--- config.mk ---
export PLATFORM = sky130hd
export DESIGN_NAME = adc_seq
export DESIGN_NICKNAME = d
export VERILOG_FILES = /design/src/rtl/adc_seq_pkg.sv /design/src/rtl/adc_seq_timer.sv /design/src/rtl/adc_seq.sv
export SDC_FILE = /design/constraint.sdc
export NUM_CORES = 1
export LEC_CHECK = 0
export ABC_CLOCK_PERIOD_IN_PS = 3000
export BUFFER_PORTS_ARGS = -buffer_cell sky130_fd_sc_hd__buf_4
export CAP_MARGIN = 20
export CORE_AREA = 3 3 88 98
export CTS_BUF_LIST = sky130_fd_sc_hd__clkbuf_8
export DETAILED_ROUTE_END_ITERATION = 10
export DIE_AREA = 0 0 91 101
export PLACE_DENSITY_LB_ADDON = 0.2
export SYNTH_ARGS = -nofsm -noshare
export SYNTH_HDL_FRONTEND = slang
export SYNTH_SLANG_ARGS = --single-unit
--- constraint.sdc ---
create_clock -name clk -period 3 [get_ports clk]
set_input_delay 0.6 -clock clk [delete_from_list [all_inputs] [get_ports clk]]
set_output_delay 0.6 -clock clk [all_outputs]
set_load 0.005 [all_outputs]
--- src/rtl/adc_seq_pkg.sv ---
// adc_seq_pkg: shared definitions for the SAR conversion sequencer.
//   state_t   : sequencer FSM states
//   ACC_W     : accumulator width for the default build (DW + OSR_MAX)
//   clamp_osr : limits a requested oversampling exponent to the legal maximum
package adc_seq_pkg;

  localparam int DW_DEF      = 8;
  localparam int OSR_MAX_DEF = 4;
  localparam int ACC_W       = DW_DEF + OSR_MAX_DEF;

  typedef enum logic [2:0] {
    IDLE,
    START,
    WAIT,
    ACC,
    PUB
  } state_t;

  function automatic logic [2:0] clamp_osr(input logic [2:0] osr,
                                           input logic [2:0] osr_max);
    return (osr > osr_max) ? osr_max : osr;
  endfunction

endpackage

--- src/rtl/adc_seq_timer.sv ---
// adc_seq_timer: reloadable down-counter that paces conversion starts.
//   clk, rst : clock and synchronous active-high reset
//   en       : counter runs only while high; a rising edge reloads the count
//   period   : cycles between ticks (0 behaves as 1)
//   tick     : one-cycle strobe when the count reaches zero
module adc_seq_timer
  import adc_seq_pkg::*;
#(
  parameter int PER_W = 16
) (
  input  logic             clk,
  input  logic             rst,
  input  logic             en,
  input  logic [PER_W-1:0] period,
  output logic             tick
);

  logic [PER_W-1:0] cnt_p0;
  logic [PER_W-1:0] reload;
  logic             en_q;
  logic             en_rise;

  assign en_rise = en & ~en_q;
  assign reload  = (period == '0) ? '0 : period - 1'b1;
  // The rise cycle only reloads; a stale zero from reset must not fire a tick.
  assign tick    = en & ~en_rise & (cnt_p0 == '0);

  always_ff @(posedge clk) begin
    if (rst) begin
      cnt_p0 <= '0;
      en_q   <= 1'b0;
    end else begin
      en_q <= en;
      if (en_rise || tick) begin
        cnt_p0 <= reload;
      end else if (en) begin
        cnt_p0 <= cnt_p0 - 1'b1;
      end
    end
  end

endmodule

--- src/rtl/adc_seq.sv ---
// adc_seq: conversion sequencer in front of the SAR ADC macro.
// Starts a conversion every `period` cycles, captures each SAR result,
// averages 2^osr_log2 samples and offers the average on a valid/ready port.
//   clk, rst            : clock, synchronous active-high reset
//   en                  : sequencer enable (level)
//   period, osr_log2    : pacing and oversampling exponent (clamped to OSR_MAX)
//   adc_start/done/data : SAR macro handshake
//   res_data/valid/ready: averaged result toward the host
//   ovr, to_err, clr_err: sticky overrun / timeout flags and their clear
// Build option: define ADC_SEQ_ROUND_EN for round-half-up averaging with
// saturation; otherwise the average is truncated.
module adc_seq
  import adc_seq_pkg::*;
#(
  parameter int DW      = 8,
  parameter int PER_W   = 16,
  parameter int OSR_MAX = 4,
  parameter int TO_CYC  = 64
) (
  input  logic             clk,
  input  logic             rst,
  input  logic             en,
  input  logic [PER_W-1:0] period,
  input  logic [2:0]       osr_log2,
  output logic             adc_start,
  input  logic             adc_done,
  input  logic [DW-1:0]    adc_data,
  output logic [DW-1:0]    res_data,
  output logic             res_valid,
  input  logic             res_ready,
  output logic             ovr,
  output logic             to_err,
  input  logic             clr_err
);

  localparam int              AW      = DW + OSR_MAX;
  localparam int              TO_W    = $clog2(TO_CYC);
  localparam logic [2:0]      OSR_CAP = 3'(OSR_MAX);
  localparam logic [TO_W-1:0] TO_LAST = TO_W'(TO_CYC - 1);

  state_t             state_q, state_d;
  logic               tick;
  logic               done_q;
  logic               done_rise;
  logic               timeout;
  logic [TO_W-1:0]    to_cnt;
  logic [2:0]         osr_q;
  logic [OSR_MAX:0]   cnt;
  logic [OSR_MAX:0]   burst_last;
  logic [DW-1:0]      samp_p0;
  logic [AW-1:0]      acc_p1;

  function automatic logic [DW-1:0] publish(input logic [AW-1:0] acc,
                                            input logic [2:0]    osr);
`ifdef ADC_SEQ_ROUND_EN
    logic [AW:0] sum;
    logic [AW:0] shifted;
    sum     = {1'b0, acc} + ((osr == 3'd0) ? '0 : ((AW+1)'(1) << (osr - 3'd1)));
    shifted = sum >> osr;
    return (shifted > (AW+1)'({DW{1'b1}})) ? {DW{1'b1}} : shifted[DW-1:0];
`else
    logic [AW-1:0] shifted;
    shifted = acc >> osr;
    return shifted[DW-1:0];
`endif
  endfunction

  adc_seq_timer #(
    .PER_W(PER_W)
  ) u_timer (
    .clk   (clk),
    .rst   (rst),
    .en    (en),
    .period(period),
    .tick  (tick)
  );

  assign done_rise  = adc_done & ~done_q;
  assign timeout    = (state_q == WAIT) && !done_rise && (to_cnt == TO_LAST);
  assign burst_last = (OSR_MAX+1)'((32'd1 << osr_q) - 32'd1);

  always_ff @(posedge clk) begin
    if (rst) state_q <= IDLE;
    else     state_q <= state_d;
  end

  // Ticks outside IDLE are simply not looked at, which drops them.
  always_comb begin
    state_d = state_q;
    case (state_q)
      IDLE:    if (tick && en) state_d = START;
      START:   state_d = WAIT;
      WAIT:    if (done_rise) state_d = ACC;
               else if (timeout) state_d = IDLE;
      ACC:     state_d = (cnt == burst_last) ? PUB : IDLE;
      PUB:     state_d = IDLE;
      default: state_d = IDLE;
    endcase
  end

  always_comb begin
    adc_start = (state_q == START);
  end

  // Stage p0: SAR sample capture on the done edge
  always_ff @(posedge clk) begin
    if (state_q == WAIT && done_rise) samp_p0 <= adc_data;
  end

  // Stage p1: accumulation, burst bookkeeping, result and flags
  always_ff @(posedge clk) begin
    if (rst) begin
      done_q    <= 1'b0;
      to_cnt    <= '0;
      osr_q     <= '0;
      cnt       <= '0;
      acc_p1    <= '0;
      res_data  <= '0;
      res_valid <= 1'b0;
      ovr       <= 1'b0;
      to_err    <= 1'b0;
    end else begin
      done_q <= adc_done;

      if (state_q == START)     to_cnt <= '0;
      else if (state_q == WAIT) to_cnt <= to_cnt + 1'b1;

      // The exponent is frozen for the whole burst once the first sample lands.
      if (cnt == '0 && (state_q == IDLE || state_q == START || state_q == WAIT))
        osr_q <= clamp_osr(osr_log2, OSR_CAP);

      if (timeout) begin
        acc_p1 <= '0;
        cnt    <= '0;
      end else if (state_q == ACC) begin
        acc_p1 <= acc_p1 + AW'(samp_p0);
        cnt    <= cnt + 1'b1;
      end else if (state_q == PUB) begin
        acc_p1 <= '0;
        cnt    <= '0;
      end

      if (res_valid && res_ready) res_valid <= 1'b0;

      if (clr_err) begin
        ovr    <= 1'b0;
        to_err <= 1'b0;
      end

      // A result still waiting for the host is kept; the newer one is lost.
      if (state_q == PUB) begin
        if (!res_valid || res_ready) begin
          res_data  <= publish(acc_p1, osr_q);
          res_valid <= 1'b1;
        end else begin
          ovr <= 1'b1;
        end
      end

      if (timeout) to_err <= 1'b1;
    end
  end

endmodule
==> reports/metrics.yaml <==
sta:
  grt_setup_unrepaired: "no"
  post-route-period-util_pct: 76.44
  worst_pin_slew_ns: 0.9121
  fin_tns_setup_ns: 0
  skew_ns: 0.009425
  finalMaxSlewViolations: 0
  fmax_mhz: 436.1
  setup_viol_count_final: 0
  hold_viol: 0
  whs_ns: 0.4131
  min_period_ns: 2.293
  slew_headroom_pct: 39.19
floorplanning:
  io_pins: 45
  initial_utilization_pct: 53.29
  die_area_mm2: 0.009191
  die_x_um: 91
  die_y_um: 101
  rows: 34
  fp.coreArea_mm2: 0.007828
critical_path:
  critical_path_class: "flip-flop to flip-flop"
  worstPathArrival_ns: 2.57
  path_max_fanout: 16
  critPathRequiredTime_ns: 3.28
  cp-end-kind: "flip-flop"
  critPathLaunchType: "flip-flop"
grt:
  grt_pass1_wl_um: 16620
  grt_usage_pct: 22.24
  grt_antenna_before_repair: 0
  grt_max_degree: 35
  overflow: 0
  grt_pass1_vias: 3633
final_layout:
  antenna_cells: 0
  syn_to_final_growth_pct: 14.67
  drive_above_1_share_pct: 17.39
  multi_input_area_mm2: 0.002604
  seqCellArea_mm2: 0.001401
  final_nets: 574
  nFillCells: 734
cts:
  cts.sinks: 66
  h-tree-depth: 3
  cts_root_buf: "clkbuf_8"
  cts_tree: "done"
  clockBufferDepth: 2
  clk_latency_ns: 0.36
  cts_resized: 0
  postCtsSetupRepairBufs: 0
  cts_hold_buf: 0
  cts_buffers: 9
  clkSlewWorstSetupHoldPaths_ns: 0.07
route:
  wl_met3_um: 418
  ant_nets: 0
  via_per_inst: 5.911
  wl_per_cell_um: 15.30
  wl_met2_um: 5074
  vias: 3765
  dr.pass1.iters: 4
  highest-signal-layer: "met4"
  wl_met1_um: 3998
  drt_iter0_markers: 134
  routed_wl_um: 9745
  drc_errors: 0
synthesis:
  synth_nets: 535
  yosys_warnings: 0
  synth_edf_count: 8
  synth_seq_cells: 66
  netlist.area_leader.share_pct: 27.83
  avgSynthCellArea_um2: 8.601
  synth_ff_type: "dfxtp_1"
  async_reset_ff_share_pct: 0
  yosysUniqueCellTypes: 66
  synthCells: 485
  yosysSeqAreaShare_pct: 33.59
  syn_area_mm2: 0.004172
  yosys-top-cells-count: "dfxtp_1 (58), nor2_1 (56), nand2_1 (30)"
  synth.area.top_cells: "dfxtp_1 (28%), mux2i_1 (6.2%), edfxtp_1 (5.8%), nor2_1 (5.0%), ha_1 (4.8%)"
  synth_top_area_cell: "dfxtp_1"
  yosysMostFrequentCell: "dfxtp_1"
min_path:
  hold_path.class: "input pin to flip-flop"
power:
  power.density_mw_per_mm2: 413.7
  ir_worst_vdd_v: 0.0002546
  p_int_w: 0.001439
  p_leak_nw: 1.741
  pwr-share-seq_pct: 48.1
  p_comb_share_pct: 14.5
  clkPwrFrac_pct: 37.4
  p_switching_w: 0.0005393
  p_sw_share_pct: 27.26
place:
  gp_congestion: 0.9008
  portBuffers: 44
  dp_hpwl_um: 7213
outcome:
  status: "finished, final reports clean"
job:
  drv_cap: 0
[cell usage in the layout, fill, tap and decap left out, types with 4 or more instances in the layout]
master,instances
a211oi_1,11
a21oi_1,25
a31oi_1,9
and2_1,4
buf_4,52
clkbuf_8,10
dfxtp_1,58
edfxtp_1,8
ha_1,16
inv_1,19
mux2i_1,26
nand2_1,30
nand3_1,27
nand3b_1,6
nand4_1,13
nor2_1,56
nor2b_1,7
nor3_1,15
nor4_1,6
nor4b_1,4
o211ai_1,5
o21a_1,4
o21ai_0,14
or2_2,7
or3_1,6
xnor2_1,15
xor2_1,11
[area by class of cell]
cell class / instances / share of cell area (%)
clock buffer: 10 / 2.877
clock inverter: 6 / 1.072
inverter: 17 / 1.334
multi-input combinational: 378 / 54.43
sequential: 66 / 29.30
tap: 108 / 2.825
timing repair buffer: 52 / 8.161
[path summary, 6_finish.rpt]
| path | startpoint | endpoint | slack, ns | depth (start not counted) |
|---|---|---|---|---|
| hold reg to reg | to_err$_SDFFE_PP0P_ | to_err$_SDFFE_PP0P_ | 0.47 | 2 |
| hold / removal | adc_data[1] | samp_p0[1]$_DFFE_PP_ | 0.41 | 1 |
| setup reg to reg | u_timer.cnt_p0[0]$_SDFFE_PP0P_ | u_timer.cnt_p0[6]$_SDFFE_PP0P_ | 0.71 | 7 |
| setup / recovery | u_timer.cnt_p0[0]$_SDFFE_PP0P_ | u_timer.cnt_p0[6]$_SDFFE_PP0P_ | 0.71 | 7 |
[metal layers]
layer	up-vias	track usage, %
li1	1877	-
met1	1764	25.56
met2	104	39.98
met3	20	4.033
met4	0	10.56
met5	-	0
[worst max-delay path, stage by stage, from the launching register on]
cell and delay, ns:
dfxtp_1 0.34, inv_1 0.10, ha_1 0.14, nor4b_1 0.31
nand4_2 0.33, and2_4 0.35, or3_1 0.40, a311oi_2 0.22
[through the flow]
stage               total power [W]  instance area [um2]  cells  worst slack [ns]  util, %
global route               0.002064                 4783    637            0.4679    61.11
detailed placement         0.001253                 4594    621            0.6978    58.70
floorplan                  0.001156                 4172    485            0.5820        -
finish                     0.001979                 4783    637            0.7068    61.11
global placement           0.001249                 4594    621            0.7554    58.70
CTS                        0.001992                 4783    637            0.7108    61.11
[cells by family (layout without fill, tap and decap cells)]
kind of cell             after synthesis  count (layout)  share of synthesized area [%]
flip-flops                            66              66                          33.59
XOR/XNOR                              26              26                          5.459
adder cells (fa/ha/maj)               17              17                          5.279
buffers and inverters                 41              85                          3.989
AND/OR/NAND/NOR                      207             207                          27.02
AO/OA/AOI/OAI                         98              98                          16.53
multiplexers                          30              30                          8.128
[registers in the layout, indices dropped and copies added, names as in the netlist]
name,flops
to_cnt,6
u_timer.cnt_p0,16
res_data,8
u_timer.en_q,1
done_q,1
res_valid,1
samp_p0,8
acc_p1,12
to_err,1
ovr,1
cnt,5
osr_q,3
state_q,3
[power by group through the flow]
stage	combinational [W]	sequential, W	clock (W)
finish	0.000286	0.000953	0.000740
global route	0.000315	0.000956	0.000793
CTS	0.000284	0.000951	0.000756
detailed placement	0.000282	0.000971	0
global placement	0.000279	0.000970	0
floorplan	0.000200	0.000956	0
Note: power is estimated with default switching activity, not from simulation.
